<file path="src/rtl/addr_reader.sv">
// ---------------------------------------------------------------------------
// addr_reader
//
// Read-side companion to the circular sample-buffer write address counter.
// On an accepted start it replays the most recent `len` samples from the
// buffer RAM, oldest first. It generates wrapping read addresses, absorbs
// the RAM's one-cycle read latency, and hands samples downstream over a
// valid/ready handshake through a 2-entry skid FIFO.
//
// Ports
//   CLK        clock (single domain)
//   RESETn     asynchronous active-low reset
//   start      single-cycle frame request (only honoured while idle)
//   len        number of samples to replay; 0 means "ignore the request"
//   wr_addr    current write pointer, sampled only on an accepted start
//   rd_en      RAM read strobe
//   rd_addr    RAM read address (holds its last value while rd_en is low)
//   rd_data    RAM read data, valid the cycle after rd_en
//   out_data   FIFO head sample
//   out_valid  FIFO not empty
//   out_ready  downstream accepts when out_valid && out_ready
//   busy       frame in progress
//   done       one-cycle pulse once the last sample has been accepted
// ---------------------------------------------------------------------------
module addr_reader #(
  parameter int COUNT_SIZE = 8,
  parameter int DATA_W     = 16
) (
  input  logic                  CLK,
  input  logic                  RESETn,
  input  logic                  start,
  input  logic [COUNT_SIZE-1:0] len,
  input  logic [COUNT_SIZE-1:0] wr_addr,
  output logic                  rd_en,
  output logic [COUNT_SIZE-1:0] rd_addr,
  input  logic [DATA_W-1:0]     rd_data,
  output logic [DATA_W-1:0]     out_data,
  output logic                  out_valid,
  input  logic                  out_ready,
  output logic                  busy,
  output logic                  done
);

  typedef enum logic [1:0] {
    IDLE   = 2'd0,
    STREAM = 2'd1,
    DRAIN  = 2'd2
  } state_t;

  localparam logic [COUNT_SIZE-1:0] CNT_ZERO = {COUNT_SIZE{1'b0}};
  localparam logic [COUNT_SIZE-1:0] CNT_ONE  = {{(COUNT_SIZE-1){1'b0}}, 1'b1};
  localparam logic [DATA_W-1:0]     DATA_ZERO = {DATA_W{1'b0}};

  // Next read address; natural modulo-2^COUNT_SIZE wrap from all-ones to 0.
  function automatic logic [COUNT_SIZE-1:0] addr_inc(input logic [COUNT_SIZE-1:0] a);
    return a + CNT_ONE;
  endfunction

  // Samples still owed to the FIFO after this cycle: stored entries, minus
  // the one leaving this cycle, plus the RAM word landing at this edge.
  function automatic logic [2:0] level_after(input logic [1:0] count,
                                             input logic       push,
                                             input logic       pop);
    return {1'b0, count} + {2'b00, push} - {2'b00, pop};
  endfunction

  // Registered state
  state_t                  state_q,      state_d;
  logic [COUNT_SIZE-1:0]   ptr_q,        ptr_d;
  logic [COUNT_SIZE-1:0]   remaining_q,  remaining_d;
  logic [COUNT_SIZE-1:0]   last_addr_q,  last_addr_d;
  logic                    inflight_q,   inflight_d;
  logic                    busy_q,       busy_d;
  logic                    done_q,       done_d;
  logic [DATA_W-1:0]       fifo_mem_q [2];
  logic [DATA_W-1:0]       fifo_mem_d [2];
  logic                    wr_idx_q,     wr_idx_d;
  logic                    rd_idx_q,     rd_idx_d;
  logic [1:0]              count_q,      count_d;

  // Handshake / issue decode
  logic                    pop_s;
  logic                    push_s;
  logic [2:0]              level_s;
  logic                    issue_s;

  // Pop, push and read-issue decisions for the current cycle. The read
  // strobe is decided combinationally so that a word issued now lands in
  // the FIFO two edges later; crediting this cycle's pop is what allows one
  // sample per cycle while never owing the FIFO more than two entries.
  always_comb begin
    pop_s   = 1'b0;
    push_s  = inflight_q;
    issue_s = 1'b0;
    if ((count_q != 2'd0) && out_ready) begin
      pop_s = 1'b1;
    end else begin
      pop_s = 1'b0;
    end
    level_s = level_after(count_q, push_s, pop_s);
    if ((state_q == STREAM) && (remaining_q != CNT_ZERO) && (level_s < 3'd2)) begin
      issue_s = 1'b1;
    end else begin
      issue_s = 1'b0;
    end
  end

  // Frame control: start capture, address walk and completion detection.
  always_comb begin
    state_d     = state_q;
    ptr_d       = ptr_q;
    remaining_d = remaining_q;
    last_addr_d = last_addr_q;
    busy_d      = busy_q;
    done_d      = 1'b0;
    inflight_d  = issue_s;
    case (state_q)
      IDLE: begin
        if (start && (len != CNT_ZERO)) begin
          // Oldest sample of the window ending just before wr_addr.
          ptr_d       = wr_addr - len;
          remaining_d = len;
          busy_d      = 1'b1;
          state_d     = STREAM;
        end else begin
          state_d = IDLE;
        end
      end
      STREAM: begin
        if (issue_s) begin
          ptr_d       = addr_inc(ptr_q);
          remaining_d = remaining_q - CNT_ONE;
          last_addr_d = ptr_q;
          if (remaining_q == CNT_ONE) begin
            state_d = DRAIN;
          end else begin
            state_d = STREAM;
          end
        end else begin
          state_d = STREAM;
        end
      end
      DRAIN: begin
        // Finished once nothing is in the RAM pipe and the FIFO empties now.
        if (!inflight_q && (level_s == 3'd0)) begin
          done_d  = 1'b1;
          busy_d  = 1'b0;
          state_d = IDLE;
        end else begin
          state_d = DRAIN;
        end
      end
      default: begin
        state_d = IDLE;
        busy_d  = 1'b0;
      end
    endcase
  end

  // Skid FIFO bookkeeping: RAM word captured the cycle after its strobe.
  always_comb begin
    fifo_mem_d[0] = fifo_mem_q[0];
    fifo_mem_d[1] = fifo_mem_q[1];
    wr_idx_d      = wr_idx_q;
    rd_idx_d      = rd_idx_q;
    count_d       = level_s[1:0];
    if (push_s) begin
      fifo_mem_d[wr_idx_q] = rd_data;
      wr_idx_d             = ~wr_idx_q;
    end else begin
      wr_idx_d = wr_idx_q;
    end
    if (pop_s) begin
      rd_idx_d = ~rd_idx_q;
    end else begin
      rd_idx_d = rd_idx_q;
    end
  end

  // Output decode: strobe/address follow the issue decision, the rest are flops.
  always_comb begin
    rd_en     = issue_s;
    rd_addr   = last_addr_q;
    out_data  = fifo_mem_q[rd_idx_q];
    out_valid = (count_q != 2'd0);
    busy      = busy_q;
    done      = done_q;
    if (issue_s) begin
      rd_addr = ptr_q;
    end else begin
      rd_addr = last_addr_q;
    end
  end

  // State registers; reset aborts any frame without a done pulse.
  always_ff @(posedge CLK or negedge RESETn) begin
    if (!RESETn) begin
      state_q       <= IDLE;
      ptr_q         <= CNT_ZERO;
      remaining_q   <= CNT_ZERO;
      last_addr_q   <= CNT_ZERO;
      inflight_q    <= 1'b0;
      busy_q        <= 1'b0;
      done_q        <= 1'b0;
      fifo_mem_q[0] <= DATA_ZERO;
      fifo_mem_q[1] <= DATA_ZERO;
      wr_idx_q      <= 1'b0;
      rd_idx_q      <= 1'b0;
      count_q       <= 2'd0;
    end else begin
      state_q       <= state_d;
      ptr_q         <= ptr_d;
      remaining_q   <= remaining_d;
      last_addr_q   <= last_addr_d;
      inflight_q    <= inflight_d;
      busy_q        <= busy_d;
      done_q        <= done_d;
      fifo_mem_q[0] <= fifo_mem_d[0];
      fifo_mem_q[1] <= fifo_mem_d[1];
      wr_idx_q      <= wr_idx_d;
      rd_idx_q      <= rd_idx_d;
      count_q       <= count_d;
    end
  end

endmodule

</file>
<file path="config.mk">
export PLATFORM = sky130hd
export DESIGN_NAME = addr_reader
export DESIGN_NICKNAME = d
export VERILOG_FILES = /design/src/rtl/addr_reader.sv
export SDC_FILE = /design/constraint.sdc
export NUM_CORES = 1
export LEC_CHECK = 0
export CAP_MARGIN = 20
export CORE_MARGIN = 8
export CORE_UTILIZATION = 47
export CTS_CLUSTER_DIAMETER = 200
export DETAILED_ROUTE_END_ITERATION = 10
export PLACE_DENSITY = 0.79
export SETUP_SLACK_MARGIN = 0.3
export SYNTH_ARGS = -nofsm -noshare
export SYNTH_HDL_FRONTEND = slang
export SYNTH_SLANG_ARGS = --single-unit
</file>
<file path="constraint.sdc">
create_clock -name CLK -period 2.8 [get_ports CLK]
set_input_delay 0.28 -clock CLK [delete_from_list [all_inputs] [get_ports CLK]]
set_output_delay 0.28 -clock CLK [all_outputs]
set_load 0.05 [all_outputs]
</file>
# Word level (Yosys, flattened, before mapping)
# Cells that the tools add are included.
# op_classes
n_eq_ne,6
div,0
bitwise_logic,5
muxes,25
magnitude_cmp,4
reduce_logical,15
shifts,0
n_mul,0
addsub,5
# ops
cell,count
$mux W16,4
$mux W8,5
$bwmux W32,1
$pmux W8 S2,2
$demux W16 S1,1
$reduce_bool A8 Y1,2
$add A8 B1 Y8 const B,1
$eq A8 B1 Y1 const B,1
$sub A8 B1 Y8 const B,1
$sub A8 B8 Y8,1
$mux W1,7
$logic_and A1 B1 Y1,6
$mux W2,3
$ne A2 B2 Y1 const B,3
$pmux W2 S3,1
$reduce_and A3 Y1,2
$ge A2 B2 Y1 const B,2
$not A1 Y2,2
$reduce_bool A2 Y1,2
$add A2 B1 Y3,1
$logic_not A3 Y1,1
$lt A3 B2 Y1 const B,1
$not A1 Y1,3
$pmux W1 S3,1
6 further kinds,6
# word_totals
input_bits,36
word_cells,72
n_memories,0
register_bits,65
ram_bits,0
output_inout_bits,28
latch_bits,0
mem_bits_ro,0

# Logic depth before layout (Yosys ltp)
# logic_depth
word_depth,9
mapped_depth,13
ltp_nobuf,13

# Worst setup path after synthesis
# No wires, ideal clock.
# synth_timing
kind,register to output
start,register count_q[1]
end,output rd_addr[2]
t_required_ps,2520
path_stages_with_launch,12
n_path_buf,1
arrival_time_ps,3822
setup_slack_ps,-1302
cell_sequence,dfrtp_1 -> inv_1 -> nand2_1 -> and2_1 -> ha_1 -> inv_1 -> ha_1 -> fa_1 -> nor3_1 -> nand2_1 -> clkbuf_1 -> o21ai_0
# synth_via
elab_chain_len,8
elab_cells_between_ends,9
classes_between,add/sub: 2; order compare: 1; mux: 3; reduce/logical: 3
# synth_rtl
item,line_no,text
start: declaration,79,"logic [1:0] count_q, count_d;"
start signal: assignment,222,count_q <= count_d;
$reduce_bool A2 Y1,n/a,
via out_valid,38,"output logic out_valid,"
$logic_and A1 B1 Y1,95,if ((count_q != 2'd0) && out_ready) begin
$mux W1,95,
via pop_s,82,logic pop_s;
$sub A3 B1 Y3,64,"return {1'b0, count} + {2'b00, push} - {2'b00, pop};"
via level_s[1],84,logic [2:0] level_s;
$lt A3 B2 Y1,101,if ((state_q == STREAM) && (remaining_q != CNT_ZERO) && (level_s < 3'd2)) begin
$logic_and A1 B1 Y1,101,
$mux W1,101,
$mux W8,n/a,
end: declaration,35,"output logic [COUNT_SIZE-1:0] rd_addr,"
# The timed path passes the listed nets, and every way through them passes these cells.

# Final worst setup path
# layout_timing
start,register count_q[1]
end,output rd_addr[4]
# layout_via
elab_chain_len,8
elab_cells_between_ends,9
classes_between,add/sub: 2; order compare: 1; mux: 3; reduce/logical: 3
# layout_rtl
item,line_no
$reduce_bool A2 Y1,95
$logic_and A1 B1 Y1,95
$mux W1,95
via pop_s,82
$sub A3 B1 Y3,64
via level_s[1],84
$lt A3 B2 Y1,101
$logic_and A1 B1 Y1,101
$mux W1,101
$mux W8,n/a
# The timed path passes the listed nets, and every way through them passes these cells.

==> flow_summary.json <==
{
  "finalClockSkew_ns": 0.00418,
  "synth.net_count": 373,
  "max-slew-margin-rel_pct": 46.9,
  "ys_warn_count": 0,
  "period_needed_ns": 3.13,
  "status": "complete, but fails checks",
  "initial_utilization_pct": 47.6,
  "grt_pass1_vias": 2893,
  "worstPathRequired_ns": 2.52,
  "rsz0062_at_grt": "yes",
  "cts.clk_slew.worst_paths_ns": 0.07,
  "grt_overflow": 0,
  "violations": "negative setup slack",
  "synthAdderAreaFrac_pct": 5.97,
  "worstPathArrival_ns": 2.85,
  "hold_class": "in -> async",
  "cts.path.max_buffers": 2,
  "drt-pass1-iter-count": 4,
  "critPathMaxFanout": 5,
  "cts_root_buffer": "clkbuf_8",
  "max_slew.worst_pin.slew_ns": 0.796,
  "max-cap-violations": 0,
  "finalWirelength_mm": 8.56,
  "synth.distinct_cells": 48,
  "die_w_um": 101,
  "dp_hpwl_mm": 5.91,
  "cp-start-kind": "flip-flop",
  "synth_top_family_by_area": "multiplexers",
  "portBuffers": 63,
  "drive_above_1_share_pct": 39.5,
  "path_class": "reg -> out",
  "final_common_cell": "dfrtp_1",
  "numCtsBuffers": 9,
  "synth_edf_count": 0,
  "synthCells": 322,
  "routedWlPerCell_um": 16.0,
  "grt_pass1_wl_mm": 13.6,
  "fmax_mhz": 319,
  "cts_sinks": 65,
  "path_buf_inv": 4,
  "drtIter0Drc": 85,
  "synth_xor_area_share_pct": 2.32,
  "drc": 0,
  "core_area_mm2": 0.00714,
  "r2r_end": "ptr_q[6]",
  "reg2reg_depth": 16,
  "worstSkewPairLatency_ns": 0.34,
  "hold_viol": 0,
  "setup_viol": 24,
  "syn_area_mm2": 0.00340,
  "synth-compound-area-share_pct": 11.7,
  "io_pins": 64,
  "grt_start_max_net_pins": 66,
  "crit_family": "adder cells",
  "row_count": 31,
  "cts_tree": "built",
  "final_cell_area_mm2": 0.00513,
  "slew_violations": 0,
  "dp_slack_ns": -0.282,
  "antenna_found_initial": 0,
  "async_reset_ff_share_pct": 100,
  "fin_nets": 481,
  "die_area_mm2": 0.0102,
  "setup_ws_ns": -0.330,
  "placed_cell_area_mm2": 0.00449,
  "synth_flop_cell": "dfrtp_1",
  "ys_ff_latch": 65,
  "cp_slowest_cell": "fa_2",
  "critical_path.max_stage_delay_ns": 0.50,
  "vias_per_cell": 5.34,
  "avgSynthCellArea_um2": 10.5,
  "postCtsHoldBufs": 0,
  "dieHeight_um": 101,
  "worstSetupEndpointType": "output pin",
  "path_cells": "inv_2 -> nand2_8 -> and2_4 -> ha_4 -> inv_2 -> ha_4 -> fa_2 -> nor3_4 -> buf_6 -> nand2_4 -> nand2_2 -> nand2_4 -> buf_12",
  "post-route-period-util_pct": 112,
  "track_usage_pct": 17.0,
  "r2r-start": "count_q[1]",
  "ant_nets": 0,
  "cts_max_level": 3,
  "synth_simple_gate_area_share_pct": 12.3,
  "yosysSeqAreaShare_pct": 47.9,
  "synth_mux_area_share_pct": 16.2,
  "whs_ns": 0.118,
  "num_antenna_cells": 0,
  "gp_routability_congestion": 0.820,
  "vias": 2854,
  "area_growth_pct": 51.0,
  "r2r_slack_ns": -0.24,
  "final_cell_mix": "dfrtp_1, clkdlybuf4s50_1, mux2_2, buf_4, nand2_1"
}
[through the flow]
step                      utilization (%)  instances  setup TNS [ns]
final                                71.9        534           -4.86
after global routing                 71.9        534           -7.84
after CTS                            68.8        522           -2.82
after detailed placement             62.9        498           -3.53
after global placement               62.9        498           -2.08
after floorplan                         -        322          -0.281
[final cells by class]
class	instances	area (um2)
flip-flops and latches	65	1630
well taps	99	124
inverters	19	83.8
clock inverters	6	90.1
fillers	539	2010
multi-input cells	228	1970
repair buffers	107	1100
clock buffers	10	138
[worst max-delay path by stage]
| stage | end | slack [ns] | cells past startpoint | from |
|---|---|---|---|---|
| final | rd_addr[4] | -0.33 | 13 | count_q[1] |
| after global routing | rd_addr[6] | -0.45 | 14 | count_q[1] |
| after detailed placement | state_q[1] | -0.28 | 13 | out_ready |
| after floorplan | rd_addr[2] | -0.12 | 12 | count_q[1] |
| after global placement | state_q[1] | -0.18 | 13 | out_ready |
| after CTS | rd_addr[7] | -0.32 | 13 | count_q[1] |
[sequential cells by signal, summed over array words and instances (netlist names), 2 cells and up]
signal / cells
count_q: 2
fifo_mem_q: 32
remaining_q: 8
ptr_q: 8
last_addr_q: 8
state_q: 2
[Yosys cell counts, drive strengths merged (3+ instances only)]
cell type / count / area share, %
nand3: 8 / 1.2
a21oi: 22 / 3.2
nor3: 5 / 0.74
o22ai: 4 / 0.74
buf: 3 / 0.59
xor2: 5 / 1.3
nor2: 12 / 1.3
xnor2: 4 / 1.0
o21ai: 18 / 2.7
dfrtp: 65 / 48
nor3b: 3 / 0.66
clkbuf: 8 / 0.88
ha: 13 / 4.8
nand2: 46 / 5.1
or4: 3 / 0.77
mux2: 48 / 16
inv: 18 / 2.0
[metal layers]
metal / wire length, um / GRT usage (%)
met3: 540 / 5.59
met4: 131 / 5.04
met5: 0 / 0
met2: 4340 / 29.8
met1: 3550 / 19.1
[timing repair]
action / in CTS / in global routing
gates resized for setup: 30 / 33
endpoints found under the hold margin: 0 / 0
endpoints found under the setup margin: 38 / 38
buffers inserted: 7 / 11
gates cloned: 1 / 1
pin swaps: 18 / 7
[cell families after synthesis]
| family | count (synthesis) |
|---|---|
| AO/OA/AOI/OAI | 64 |
| XOR/XNOR | 9 |
| adder cells (fa/ha/maj) | 15 |
| buffers and inverters | 30 |
| flip-flops | 65 |
| multiplexers | 49 |
| AND/OR/NAND/NOR | 90 |
Power is left out: the tool's default activity adds up to more than one toggle a clock period on the data nets, which glitch-free logic cannot reach.
